<file path="src/rtl/cp0_muldiv_seq.sv">
// Multi-cycle RV32M multiply/divide sequencer: shift-add multiplier and restoring
// divider, one bit per cycle, with a held result and a one-cycle done pulse.
module cp0_muldiv_seq #(
    parameter int XLEN = 32
) (
    input  logic            clk,
    input  logic            rst,
    input  logic            start,
    input  logic            flush,
    input  logic [2:0]      fnc3,
    input  logic [XLEN-1:0] opa,
    input  logic [XLEN-1:0] opb,
    output logic            busy,
    output logic            done,
    output logic [XLEN-1:0] result
);
    localparam int              CW      = $clog2(XLEN);
    localparam logic [CW-1:0]   LAST    = CW'(XLEN - 1);
    localparam logic [XLEN-1:0] MIN_INT = {1'b1, {(XLEN-1){1'b0}}};

    typedef enum logic [1:0] {IDLE, ITER, FIX, DONE} state_t;

    state_t            state, state_nxt;
    logic [2:0]        op_q;
    logic              neg_q;
    logic [XLEN-1:0]   b_q;
    logic [2*XLEN-1:0] acc_q;
    logic [CW-1:0]     cnt_q;

    logic              sgn_a, sgn_b, div_zero, div_ovf, special, accept;
    logic [XLEN-1:0]   mag_a, mag_b, special_res;

    // Operand decode for the launch cycle; special cases bypass iteration entirely.
    always_comb begin
        sgn_a    = opa[XLEN-1] & (fnc3 == 3'd1 || fnc3 == 3'd2 || fnc3 == 3'd4 || fnc3 == 3'd6);
        sgn_b    = opb[XLEN-1] & (fnc3 == 3'd1 || fnc3 == 3'd4 || fnc3 == 3'd6);
        mag_a    = sgn_a ? -opa : opa;
        mag_b    = sgn_b ? -opb : opb;
        div_zero = fnc3[2] && (opb == '0);
        div_ovf  = (fnc3 == 3'd4 || fnc3 == 3'd6) && (opa == MIN_INT) && (opb == '1);
        special  = div_zero | div_ovf;
        if (div_zero) special_res = fnc3[1] ? opa : '1;
        else          special_res = fnc3[1] ? '0  : MIN_INT;
        accept   = (state == IDLE) && start && !flush;
    end

    logic [XLEN:0]     mul_sum, rem_sh, diff;
    logic [2*XLEN-1:0] mul_nxt, div_nxt, neg_acc;
    logic [XLEN-1:0]   neg_hi, fix_res;

    // One iteration step: multiplier in acc low half, quotient/dividend likewise.
    always_comb begin
        mul_sum = {1'b0, acc_q[2*XLEN-1:XLEN]} + {1'b0, (acc_q[0] ? b_q : '0)};
        mul_nxt = {mul_sum, acc_q[XLEN-1:1]};
        rem_sh  = acc_q[2*XLEN-1:XLEN-1];
        diff    = rem_sh - {1'b0, b_q};
        if (!diff[XLEN]) div_nxt = {diff[XLEN-1:0], acc_q[XLEN-2:0], 1'b1};
        else             div_nxt = {rem_sh[XLEN-1:0], acc_q[XLEN-2:0], 1'b0};
        neg_acc = -acc_q;
        neg_hi  = -acc_q[2*XLEN-1:XLEN];
        case (op_q)
            3'd0, 3'd4, 3'd5: fix_res = neg_q ? neg_acc[XLEN-1:0] : acc_q[XLEN-1:0];
            3'd1, 3'd2, 3'd3: fix_res = neg_q ? neg_acc[2*XLEN-1:XLEN] : acc_q[2*XLEN-1:XLEN];
            default:          fix_res = neg_q ? neg_hi : acc_q[2*XLEN-1:XLEN];
        endcase
    end

    // NOTE: every output of a combinational block gets a default first so no path leaves it unassigned (no latch).
    always_comb begin
        state_nxt = state;
        case (state)
            IDLE: if (start) state_nxt = special ? DONE : ITER;
            ITER: if (cnt_q == LAST) state_nxt = FIX;
            FIX:  state_nxt = DONE;
            DONE: state_nxt = IDLE;
            default: state_nxt = IDLE;
        endcase
        if (flush) state_nxt = IDLE;
    end

    // NOTE: sequential state uses non-blocking assignments so every register samples pre-edge values.
    always_ff @(posedge clk or posedge rst) begin
        if (rst) state <= IDLE;
        else     state <= state_nxt;
    end

    always_ff @(posedge clk or posedge rst) begin
        if (rst) begin
            op_q   <= '0;
            neg_q  <= 1'b0;
            b_q    <= '0;
            acc_q  <= '0;
            cnt_q  <= '0;
            result <= '0;
        end else if (accept) begin
            op_q  <= fnc3;
            neg_q <= (fnc3[2] & fnc3[1]) ? sgn_a : (sgn_a ^ sgn_b);
            b_q   <= mag_b;
            acc_q <= {{XLEN{1'b0}}, mag_a};
            cnt_q <= '0;
            if (special) result <= special_res;
        end else if (!flush && state == ITER) begin
            acc_q <= op_q[2] ? div_nxt : mul_nxt;
            cnt_q <= cnt_q + CW'(1);
        end else if (!flush && state == FIX) begin
            result <= fix_res;
        end
    end

    assign busy = (state != IDLE);
    assign done = (state == DONE);
endmodule

</file>
<file path="config.mk">
export PLATFORM = sky130hd
export DESIGN_NAME = cp0_muldiv_seq
export DESIGN_NICKNAME = d
export VERILOG_FILES = /design/src/rtl/cp0_muldiv_seq.sv
export SDC_FILE = /design/constraint.sdc
export NUM_CORES = 1
export LEC_CHECK = 0
export ABC_CLOCK_PERIOD_IN_PS = 6100
export BUFFER_PORTS_ARGS = -buffer_cell sky130_fd_sc_hd__buf_2
export CORE_ASPECT_RATIO = 1.4
export CORE_MARGIN = 1.5
export CORE_UTILIZATION = 40
export CTS_CLUSTER_DIAMETER = 50
export DETAILED_ROUTE_END_ITERATION = 8
export HOLD_SLACK_MARGIN = 0.12
export PLACE_DENSITY_LB_ADDON = 0.25
export SKIP_LAST_GASP = 1
export SLEW_MARGIN = 10
export SYNTH_ARGS = -nofsm -noshare
export SYNTH_HDL_FRONTEND = slang
export SYNTH_SLANG_ARGS = --single-unit
</file>
<file path="constraint.sdc">
create_clock -name clk -period 6.1 [get_ports clk]
set_clock_uncertainty 0.15 [all_clocks]
set_input_delay 0.61 -clock clk [delete_from_list [all_inputs] [get_ports clk]]
set_output_delay 0.61 -clock clk [all_outputs]
set_load 0.005 [all_outputs]
</file>
* Word level (Yosys, flattened, before mapping) *
Index checks and enable logic that the tools add are counted.

word-level totals
  output and inout bits = 34
  word-level logic and storage cells = 88
  bits in registers = 139

operators by class
  equality and inequality tests = 19
  add/subtract/negate cells = 7
  bitwise logic cells = 5
  reductions and logical operators = 24
  multiplexer cells = 26

operators with widths
  kind                  number
  $mux 32               13
  $mux 64               4
  $neg 32->32           3
  $eq 32x32->1 const B  2
  $neg 64->64           1
  $pmux 32 s2           1
  $add 32x32->33        1
  $sub 33x32->33        1
  $logic_not 32->1      1
  $eq 3x3->1 const B    4
  $mux 5                2
  $eq 3x2->1 const B    3
  $mux 2                4
  $pmux 2 s4            1
  $logic_and 1x1->1     7
  $eq 3x1->1 const B    2
  $logic_or 1x1->1      6
  $ne 3x3->1 const B    2
  $reduce_bool 2->1     3
  $reduce_or 3->1       2
  $add 5x1->5 const B   1
  $eq 5x5->1 const B    1
  $eq 2x2->1 const B    2
  $ne 2x2->1 const B    2
  10 further kinds      12

* Depth between registers and ports, before layout *
Gate-level depths: netlist (run 1).

  word-level depth = 9
  mapped depth = 15
  mapped depth without buffers = 14

* Worst setup path before layout (run 1) *
OpenSTA, ideal clock, no wires.

  kind = register to register
  from = register acc_q[0]
  to = register acc_q[60]
  required time = 5.827 ns
  stages on the path, launching flop included = 15
  library setup time = 0.123 ns
  arrival time = 3.294 ns
  clock period less this slack = 3.567 ns
  slack = 2.533 ns
  path through = dfrtp_1 -> inv_1 -> clkbuf_1 -> nor2_1 -> ha_1 -> a21oi_1 -> o211ai_1 -> a311oi_1 -> o31ai_1 -> a211oi_1 -> o21ai_0 -> o31ai_1 -> xor2_1 -> o21ai_0 -> o221a_2

between the ends
  longest elaborated chain between the ends = 5

RTL lines
  item                      line  source
  start: declaration        27    logic [2*XLEN-1:0] acc_q;
  start signal: assignment  99    acc_q <= {{XLEN{1'b0}}, mag_a};
  start signal: assignment  103   acc_q <= op_q[2] ? div_nxt : mul_nxt;
  $mux 32                   53    mul_sum = {1'b0, acc_q[2*XLEN-1:XLEN]} + {1'b0, (acc_q[0] ? b_q : '0)};
  $add 32x32->33            53
  $mux 64                   103
  $mux 64                   102   end else if (!flush && state == ITER) begin
  $mux 64                   95    end else if (accept) begin

Every way passes these cells. The select of a mux whose other input is x is not followed.
A chain may end at the register's enable or synchronous reset.

* Worst setup path in the final report (run 1) *
Same ends and word-level chain as after synthesis.

==> reports/results.env, run 1 <==
CELLS_ALONG_THE_CRITICAL_PATH='inv_1, buf_4, nor2_1, ha_1, o21ai_0, nor2_1, a311oi_1, o31ai_1, a211oi_1, buf_4, o21ai_0, o31ai_1, xor2_1, o21ai_0, o221a_2'
DRIVE_GT1_SHARE_PCT=10.46
SYNTH_AREA_LEADER_CELL='dfrtp_1'
FINAL.FILL_COUNT=3379
DRT-VIAS-PER-INSTANCE=6.101
CRIT_PATH_KIND='reg2reg'
SYNTH-MAIN-FF-CELL='dfrtp_1'
ANTENNADIODECOUNT=0
CRITICAL_PATH.MAX_STAGE_DELAY_NS=0.59
PIN_COUNT=105
CTS.REPAIR_TIMING.SETUP_BUFFER_COUNT=0
DETAILED_PLACE.AREA_SQ_UM=14480
INITIAL_UTILIZATION_PCT=40.38
ROUTE.ANTENNA.REMAINING_NETS=0
FINAL_MAX_SLEW_VIOL_COUNT=0
SYNTH_FP_NETS=1925
DRT-TOTAL-WL_MM=48.88
MULTI_INPUT_COMB_AREA_SQ_UM=9514
RUN_STATUS='finished, final reports clean'
ASYNCSETRESETFLOPFRACSYNTH_PCT=100.0
MOST-COMMON-LAYOUT-CELLS='nand2_1 (219), o21ai_0 (216), dfrtp_1 (137)'
PERIOD_MINUS_SLACK_NS=4.467
SYNTH-SEQ-AREA-SHARE_PCT=25.39
PEAK_SUPPLY_DROP_V=0.0002980
SYNTH-SEQ-CELLS=139
AREA.GROWTH.SYNTH_TO_FINAL_PCT=10.31
FLOORPLAN.DIE_AREA_SQ_UM=35390
DRTITER0DRC=1070
CP_MAX_FO=19
TOTAL_LEAKAGE_POWER_nW=6.439
GRT_MAX_DEGREE=87
FINAL_HOLD_VIOL_COUNT=0
POST_SYNTH_INSTANCE_AREA_SQ_UM=13700
CORE.ROWCOUNT=80
STARTPOINT_TYPE='register'
GRT_PASS1_WL_MM=75.79
DP_CELLS=2244
PWR_PER_CELL_AREA_nW_PER_UM2=532.7
NUMCTSBUFFERS=17
FIRSTDRTPASSITERS=5
SYNTH_ENABLE_FLOP_CELLS=0
TIMING_WORST_SLEW_PIN_VALUE_NS=1.028
PORT_BUFFERS=104
CTS.HTREE.LEVELS=4
CTSROOTBUFFERMASTER='clkbuf_16'
SLEW-LIMIT-HEADROOM_PCT=31.03
SYNTH.DISTINCT_CELLS=75
CLKTRANSATPATHREGS_NS=0.07
TIMING.CRITICAL_PATH.MODE_CELL='o21ai_0'
GRT_UTIL_ALL_LAYERS_PCT=27.55
WORSTHOLDPATHTYPE='in2reg'
DR_TOTAL_VIAS=13891
DIE-WIDTH_MICRONS=159.4
CP_SLOWEST_CELL='o31ai_1'
CTS_TREE='done'
CTS.SINK_COUNT=139
ANTENNA_FOUND_INITIAL=0
GRT_SETUP_UNREPAIRED='false'
GPL.FINAL_WEIGHTED_CONGESTION=0.9530
TIMING.FINAL.SETUP_VIOLATIONS=0
DRC=0
DP.FINAL_HPWL_MM=36.37
STDCELL_COUNT=2277
DIEHEIGHT_MICRONS=222.0
DP_WORST_SETUP_SLACK_NS=1.702
MIN_PERIOD_OVER_PERIOD_PCT=73.23
CRITPATHREQUIREDTIME_NS=6.30
CLOCK.FMAX_GHz=0.2239
FINAL_CRITICAL_PATH_SETUP_SLACK_NS=1.633
YOSYS.AREA.TOP_TYPE_SHARE_PCT=25.39
YOSYS_WARNINGS=0
CRITPATHARRIVALTIME_NS=4.66
GLOBALROUTE.TOTALOVERFLOW=0
POSTLAYOUTCELLAREA_SQ_UM=15110
FF_LATCH_AREA_SQ_UM=3481
MAX_CAP_VIOLATIONS=0
AVGSYNTHCELLAREA_SQ_UM=7.711
CTS_MAX_PATH_BUFFERS=2
CLK_LATENCY_NS=0.47
POST_SYNTH_INST_COUNT=1777
AVGROUTEDWIREPERCELL_MICRONS=21.47
NETLIST_TOP_CELLS_AREA='dfrtp_1 (25%), o21ai_0 (7.9%), ha_1 (6.8%)'
SETUP-TNS-FINAL_NS=0
CORE_AREA_SQ_UM=33930
FINAL_NET_COUNT=1961
END_KIND='register'
CRIT_BUF_INV=3
POST_CTS_GATE_RESIZE_COUNT=0
GRT_PASS1_VIAS=13387
GATE_FAMILY_RESPONSIBLE_FOR_THE_MOST_DELAY_ALONG_THE_WORST_PATH='compound AO/OA/AOI/OAI gates'
FINAL_COMMON_CELL='nand2_1'
cells by family after synthesis:
kind of cell,Yosys count,synth area share [%]
AND/OR/NAND/NOR,542,18.28
buffers and inverters,172,5.516
flip-flops,139,25.39
AO/OA/AOI/OAI,608,27.79
multiplexers,63,4.639
adder cells (fa/ha/maj),77,7.141
XOR/XNOR,176,11.25
flip-flops by register name, summed over array words and instances (netlist names):
signal and count:
acc_q 64, b_q 32, cnt_q 5, neg_q 1
op_q 3, result 32, state 2
tightest hold or removal path, stage by stage:
cell and delay (ns):
buf_2 0.13, nand2_1 0.06, nand2_1 0.04
path summary, 6_finish.rpt:
path / start / endpoint / slack [ns] / cells past startpoint
setup / recovery: acc_q[0]$_DFFE_PP0P_ / acc_q[60]$_DFFE_PP0P_ / 1.63 / 15
hold / removal: fnc3[0] / op_q[0]$_DFFE_PP0P_ / 0.26 / 3
setup reg to reg: acc_q[0]$_DFFE_PP0P_ / acc_q[60]$_DFFE_PP0P_ / 1.63 / 15
hold reg to reg: result[19]$_DFFE_PP0P_ / result[19]$_DFFE_PP0P_ / 0.32 / 2
max in group asynchronous: rst / b_q[0]$_DFFE_PP0P_ / 4.15 / 4
min in group asynchronous: rst / acc_q[5]$_DFFE_PP0P_ / 0.49 / 3
per-layer routing:
| metal | vias up | track usage, % | part of all wire [%] |
|---|---|---|---|
| met4 | 0 | 18.75 | 6.6 |
| met3 | 145 | 3.610 | 4.8 |
| met1 | 6700 | 30.90 | 38 |
| met2 | 493 | 48.44 | 50 |
| met5 | - | 0 | 0 |
| li1 | 6553 | - | - |
through the flow:
step           hold slack (ns)  total power [mW]  utilization, %
4_1_cts                 0.2568             7.984           44.52
3_3_place_gp            0.3048             6.778           42.68
2_1_floorplan           0.2998             5.431               -
3_5_place_dp            0.3122             6.828           42.68
5_1_grt                 0.2676             8.619           44.54
6_report                0.2624             8.052           44.54
cell type report:
cell class / count / area share [%]
clock inverters: 14 / 1.225
inverters: 60 / 1.523
well taps: 451 / 3.733
flip-flops and latches: 139 / 23.03
multi-input cells: 1466 / 62.95
repair buffers: 129 / 4.702
clock buffers: 18 / 2.839
cells in the mapped netlist, types with 36 or more instances:
library cell,count
nand2_1,219
o21ai_0,216
dfrtp_1,139
nor2_1,126
a21oi_1,118
xnor2_1,96
clkbuf_1,90
xor2_1,80
ha_1,75
inv_1,60
mux2i_1,59
o211ai_1,45
nand3_1,36
report_power, final:
part,switching [mW],total (mW),leakage (nW),internal [mW]
clock,0.481,1.13,0.296,0.652
combinational,2.89,4.93,4.37,2.04
sequential,0.722,1.98,1.77,1.26
total,4.09,8.05,6.44,3.96
timing repair:
action / 4_1_cts / 5_1_grt
hold endpoints to repair: 23 / 0
hold buffers: 1 / 0
endpoints found under the setup margin: 0 / 0
Note: power is estimated with default switching activity, not from simulation.
==> run 2: changes to the inputs <==
Settings changed: ABC_CLOCK_PERIOD_IN_PS 6100 to 4500.
Clock period 6.1 ns to 4.5 ns, I/O delays scaled along.
==> run 2 against run 1 <==
  * Critical path depth stayed put
  * Wire length rose by 1.7%
  * Clock-buffer cell count stayed put
  * Sequential share of layout area down 0.28 points
  * First-iteration DRC count decreased by 12%
  * Critical path type unchanged
  * Critical endpoint is now acc_q[42]$_DFFE_PP0P_
==> reports/results.env, run 2 (synthesized netlist as in run 1, its figures left out) <==
RUN_STATUS='finished, final reports clean'
DP.FINAL_HPWL_MM=37.69
DIE-WIDTH_MICRONS=159.4
DRT-VIAS-PER-INSTANCE=6.106
TIMING.FINAL.SETUP_VIOLATIONS=0
WHS_PATH_DEPTH=2
ANTENNADIODECOUNT=0
GRT_UTIL_ALL_LAYERS_PCT=28.14
CP_MAX_FO=19
GRT_MAX_DEGREE=75
MOST-COMMON-LAYOUT-CELLS='nand2_1 (219), o21ai_0 (216), dfrtp_1 (137)'
TIMING.REG2REG.WORST_PATH_DEPTH=15
CORE_AREA_SQ_UM=33930
CTS_MAX_PATH_BUFFERS=2
FINAL_MAX_SLEW_VIOL_COUNT=0
CTS_TREE='done'
WORSTHOLDPATHTYPE='in2reg'
ANTENNA_FOUND_INITIAL=0
CLOCK.FMAX_GHz=0.2390
TOTAL_LEAKAGE_POWER_nW=6.558
MAX_CAP_VIOLATIONS=0
GRT_PASS1_WL_MM=78.11
MIN_PERIOD_OVER_PERIOD_PCT=92.99
ROUTE.ANTENNA.REMAINING_NETS=0
GLOBALROUTE.TOTALOVERFLOW=0
CELLS_ALONG_THE_CRITICAL_PATH='inv_1, ha_1, fa_1, nor2b_1, o31a_1, o31ai_1, a21oi_1, o31ai_1, o21ai_1, xor2_4, buf_4, buf_4, nand4b_1, o221a_2, a21oi_1'
PEAK_SUPPLY_DROP_V=0.0003535
CRITPATHARRIVALTIME_NS=4.40
CLKTRANSATPATHREGS_NS=0.07
POSTLAYOUTCELLAREA_SQ_UM=15300
PWR_PER_CELL_AREA_nW_PER_UM2=715.5
DRTITER0DRC=938
CRITPATHREQUIREDTIME_NS=4.72
STARTPOINT_TYPE='register'
SLEW-LIMIT-HEADROOM_PCT=21.30
FINAL_NET_COUNT=1989
GPL.FINAL_WEIGHTED_CONGESTION=0.9737
FLOORPLAN.DIE_AREA_SQ_UM=35390
ROUTED-WL-MET2_MM=25.02
END_KIND='register'
CORE.ROWCOUNT=80
PORT_BUFFERS=104
DRC=0
CTS.REPAIR_TIMING.SETUP_BUFFER_COUNT=0
LARGEST_REG_FLOPS=64
INITIAL_UTILIZATION_PCT=40.38
LARGEST_REGISTER='acc_q'
NUMCTSBUFFERS=17
CTSROOTBUFFERMASTER='clkbuf_16'
WL_MET1_MM=19.09
MET3_WIRELENGTH_MM=2.224
CTS.SINK_COUNT=139
CLK_LATENCY_NS=0.45
TIMING_WORST_SLEW_PIN_VALUE_NS=1.165
LAYOUT_TOP_REGISTERS='acc_q: 64 flops, b_q: 32 flops, result: 32 flops'
TOPROUTINGLAYERUSED='met4'
DR_TOTAL_VIAS=14069
GRT_SETUP_UNREPAIRED='false'
DRT-TOTAL-WL_MM=49.71
CRITICAL_PATH.MAX_STAGE_DELAY_NS=0.53
AREA.GROWTH.SYNTH_TO_FINAL_PCT=11.67
CRIT_PATH_KIND='reg2reg'
GRT_PASS1_VIAS=13963
DIEHEIGHT_MICRONS=222.0
FIRSTDRTPASSITERS=7
CTS.HTREE.LEVELS=4
SETUP-TNS-FINAL_NS=0
CP_SLOWEST_CELL='o31ai_1'
FIN_WORST_HOLD_SLACK_NS=0.1319
PIN_COUNT=105
DETAILED_PLACE.AREA_SQ_UM=14700
AVGROUTEDWIREPERCELL_MICRONS=21.57
FINAL_COMMON_CELL='nand2_1'
PERIOD_MINUS_SLACK_NS=4.185
DRIVE_GT1_SHARE_PCT=11.71
FINAL_HOLD_VIOL_COUNT=0
run 2: cell types whose count changed in the layout (fill, tap and decap cells not counted), moves of 2 or more:
cell	previous run	this run
clkinv_4	5	3
clkinv_2	0	2
inv_6	6	3
clkinvlp_4	1	4
buf_4	24	50
run 2: power by group:
group          internal [mW]  total [mW]  switching [mW]
sequential              1.71        2.54           0.827
combinational           2.86        6.95            4.10
clock                  0.830        1.45           0.624
run 2: timing repair:
action                    CTS  global route
resized for setup           0             0
hold endpoints to repair   74             0
hold buffers                2             0
run 2: area by class of cell:
class                           count  area, sq um
Clock buffer                       18        439.2
Clock inverter                     13        143.9
Fill cell                        3454        18630
Inverter                           60        230.2
Multi-Input combinational cell   1466         9507
Sequential cell                   139         3481
Tap cell                          451        564.3
Timing Repair Buffer              157        935.9
run 2: metrics by stage:
stage / total power, mW / instances / utilization [%] / setup slack (ns)
5_1_grt: 11.80 / 2304 / 45.09 / 0.09393
4_1_cts: 10.87 / 2304 / 45.09 / 0.3389
3_5_place_dp: 9.378 / 2271 / 43.31 / 0.3829
3_3_place_gp: 9.320 / 2271 / 43.31 / 0.3393
2_1_floorplan: 7.362 / 1777 / - / 0.1755
6_report: 10.95 / 2304 / 45.09 / 0.3152
run 2: final timing paths:
path | start | end | slack [ns]
worst max-delay path | acc_q[31]$_DFFE_PP0P_ | acc_q[42]$_DFFE_PP0P_ | 0.32
worst min-delay path | flush | state[1]$_DFFE_PP0P_ | 0.13
worst max register to register | acc_q[31]$_DFFE_PP0P_ | acc_q[42]$_DFFE_PP0P_ | 0.32
worst min register to register | result[19]$_DFFE_PP0P_ | result[19]$_DFFE_PP0P_ | 0.32
max in group asynchronous | rst | op_q[2]$_DFFE_PP0P_ | 2.79
min in group asynchronous | rst | result[7]$_DFFE_PP0P_ | 0.50
run 2: critical path: cells and delay by family (launching register included):
family                   cells  cell delay (ns)
AO/OA/AOI/OAI                7             1.85
buffers and inverters        3             0.76
flip-flops                   1             0.46
adder cells (fa/ha/maj)      2             0.46
AND/OR/NAND/NOR              2             0.22
XOR/XNOR                     1             0.18
run 2: per-layer routing:
layer,GRT usage (%),vias to the layer above
met4,19.48,0
met3,3.330,139
li1,-,6601
met5,0,-
met2,49.27,490
met1,31.82,6839
==> run 3: changes to the inputs <==
Settings changed: CORE_MARGIN 1.5 to 3, CTS_CLUSTER_SIZE from default to 24.
==> run 3 against run 2 <==
  * Clock-buffer cell count grew 2
  * Worst hold slack gained 0.00050 ns
  * Maximum frequency grew 0.40%
  * Critical path type unchanged
==> reports/results.env, run 3 (synthesized netlist as in run 1, its figures left out) <==
AVGROUTEDWIREPERCELL_MICRONS=21.18
TOTAL_LEAKAGE_POWER_nW=6.552
CRIT_PATH_KIND='reg2reg'
GLOBALROUTE.TOTALOVERFLOW=0
CRIT_BUF_INV=1
TIMING.CRITICAL_PATH.MODE_CELL='nor2_1'
TIMING_WORST_SLEW_PIN_VALUE_NS=1.209
GRT_SETUP_UNREPAIRED='false'
FINAL_MAX_SLEW_VIOL_COUNT=0
STDCELL_COUNT=2298
END_KIND='register'
FIRSTDRTPASSITERS=6
PIN_COUNT=105
FINAL_COMMON_CELL='nand2_1'
DP_CELLS=2262
GRT_PASS1_WL_MM=75.02
WORSTHOLDPATHTYPE='in2reg'
GRT_UTIL_ALL_LAYERS_PCT=26.19
CLK_LATENCY_NS=0.46
CTS.HTREE.LEVELS=4
PERIOD_MINUS_SLACK_NS=4.168
DRT-VIAS-PER-INSTANCE=6.056
GATE_FAMILY_RESPONSIBLE_FOR_THE_MOST_DELAY_ALONG_THE_WORST_PATH='compound AO/OA/AOI/OAI gates'
GRT_MAX_DEGREE=86
DIEHEIGHT_MICRONS=225.0
ANTENNA_FOUND_INITIAL=0
CRITPATHREQUIREDTIME_NS=4.68
PWR_PER_CELL_AREA_nW_PER_UM2=713.8
POSTLAYOUTCELLAREA_SQ_UM=15280
CRITICAL_PATH.MAX_STAGE_DELAY_NS=0.70
SETUP-TNS-FINAL_NS=0
HOLDPATHEND='acc_q[0]$_DFFE_PP0P_'
AREA.GROWTH.SYNTH_TO_FINAL_PCT=11.52
CTS.SINK_COUNT=139
REGTOREGSTARTPOINT='acc_q[38]$_DFFE_PP0P_'
FIN_WORST_HOLD_SLACK_NS=0.1324
FINAL_NET_COUNT=1988
CP_SLOWEST_CELL='dfrtp_1'
RUN_STATUS='finished, final reports clean'
DP.FINAL_HPWL_MM=36.70
CELLS_ALONG_THE_CRITICAL_PATH='ha_1, a21o_1, a221o_1, nor3_1, a21oi_1, o31ai_1, o21ai_1, xor2_4, buf_4, nor2_1, a211oi_1, nor2_1'
DRTITER0DRC=1080
CTS_TREE='done'
MIN_PERIOD_OVER_PERIOD_PCT=92.62
DIE-WIDTH_MICRONS=162.4
CRIT_CELLS=12
LARGEST_REGISTER='acc_q'
DRT-TOTAL-WL_MM=48.67
SLEW-LIMIT-HEADROOM_PCT=18.32
LARGEST_REG_FLOPS=64
MAX_CAP_VIOLATIONS=0
CORE.ROWCOUNT=79
CORE_AREA_SQ_UM=33510
STARTPOINT_TYPE='register'
PEAK_SUPPLY_DROP_V=0.0004418
ROUTE.ANTENNA.REMAINING_NETS=0
DRC=0
CTSROOTBUFFERMASTER='clkbuf_16'
CTS_MAX_PATH_BUFFERS=2
INITIAL_UTILIZATION_PCT=40.89
TIMING.FINAL.SETUP_VIOLATIONS=0
PORT_BUFFERS=104
CLOCK.FMAX_GHz=0.2399
WHS_PATH_DEPTH=3
FLOORPLAN.DIE_AREA_SQ_UM=36540
CTS.REPAIR_TIMING.SETUP_BUFFER_COUNT=0
GRT_PASS1_VIAS=13541
HOLD_PATH.STARTPOINT='opa[0]'
CLKTRANSATPATHREGS_NS=0.06
GPL.FINAL_WEIGHTED_CONGESTION=0.9864
CRITPATHARRIVALTIME_NS=4.35
TIMING.RR.END='acc_q[35]$_DFFE_PP0P_'
DETAILED_PLACE.AREA_SQ_UM=14660
ANTENNADIODECOUNT=0
POWER_mW=10.91
DR_TOTAL_VIAS=13917
FINAL_HOLD_VIOL_COUNT=0
CP_MAX_FO=17
NUMCTSBUFFERS=17
TIMING.REG2REG.WORST_PATH_DEPTH=12
RRSETUPSLACK_NS=0.33
DRIVE_GT1_SHARE_PCT=11.49
MOST-COMMON-LAYOUT-CELLS='nand2_1 (219), o21ai_0 (216), dfrtp_1 (137)'
LAYOUT_TOP_REGISTERS='acc_q: 64 flops, b_q: 32 flops, result: 32 flops'
==> run 3: cell count changes in the layout (fill, tap and decap cells not counted), sizes merged <==
cell	previous run	this run
buf	155	152
inv	62	63
clkinvlp	4	3
clkbuf	18	20
clkinv	5	4
dlygate4sd3	2	4
==> run 3: cell type report <==
class	count	area, sq um
clock buffers	20	446.7
clock inverters	12	138.9
fillers	3385	18230
inverters	60	230.2
multi-input cells	1466	9507
flip-flops and latches	139	3481
well taps	445	556.8
repair buffers	156	920.9
==> run 3: how the worst max path moves through the flow <==
stage,from,end,slack (ns)
floorplan,rst,acc_q[0]$_DFFE_PP0P_,0.18
global placement,acc_q[5]$_DFFE_PP0P_,result[21]$_DFFE_PP0P_,0.45
detailed placement,acc_q[5]$_DFFE_PP0P_,result[21]$_DFFE_PP0P_,0.43
CTS,acc_q[38]$_DFFE_PP0P_,acc_q[42]$_DFFE_PP0P_,0.40
global route,acc_q[38]$_DFFE_PP0P_,acc_q[35]$_DFFE_PP0P_,0.02
finish,acc_q[38]$_DFFE_PP0P_,acc_q[35]$_DFFE_PP0P_,0.33
==> run 3: stage by stage <==
stage	setup WS (ns)	utilization, %
2_1_floorplan	0.1755	-
3_3_place_gp	0.4518	43.74
5_1_grt	0.01930	45.60
6_report	0.3321	45.60
4_1_cts	0.4037	45.60
3_5_place_dp	0.4331	43.74
==> run 3: report_power, final <==
part / total [mW] / leakage (nW) / switching [mW] / internal [mW]
Clock: 1.45 / 0.279 / 0.616 / 0.836
Sequential: 2.51 / 1.77 / 0.795 / 1.72
Combinational: 6.95 / 4.50 / 4.09 / 2.85
==> run 3: worst reg2reg max path, stage by stage, from the launching register on <==
cell	delay, ns
dfrtp_1	0.70
ha_1	0.43
a21o_1	0.22
a221o_1	0.34
nor3_1	0.19
a21oi_1	0.14
o31ai_1	0.47
o21ai_1	0.22
xor2_4	0.45
buf_4	0.33
nor2_1	0.08
a211oi_1	0.24
nor2_1	0.08
==> run 3: repair_timing <==
item / CTS / global route
gates resized for setup: 0 / 0
hold endpoints to repair: 87 / 0
hold buffers: 4 / 0
==> run 3: metal layers <==
metal / track usage [%] / vias up / part of all wire (%)
li1: - / 6599 / -
met5: 0 / - / 0
met4: 17.07 / 0 / 6.7
met1: 30.02 / 6724 / 39
met3: 2.850 / 148 / 4.6
met2: 45.96 / 446 / 50
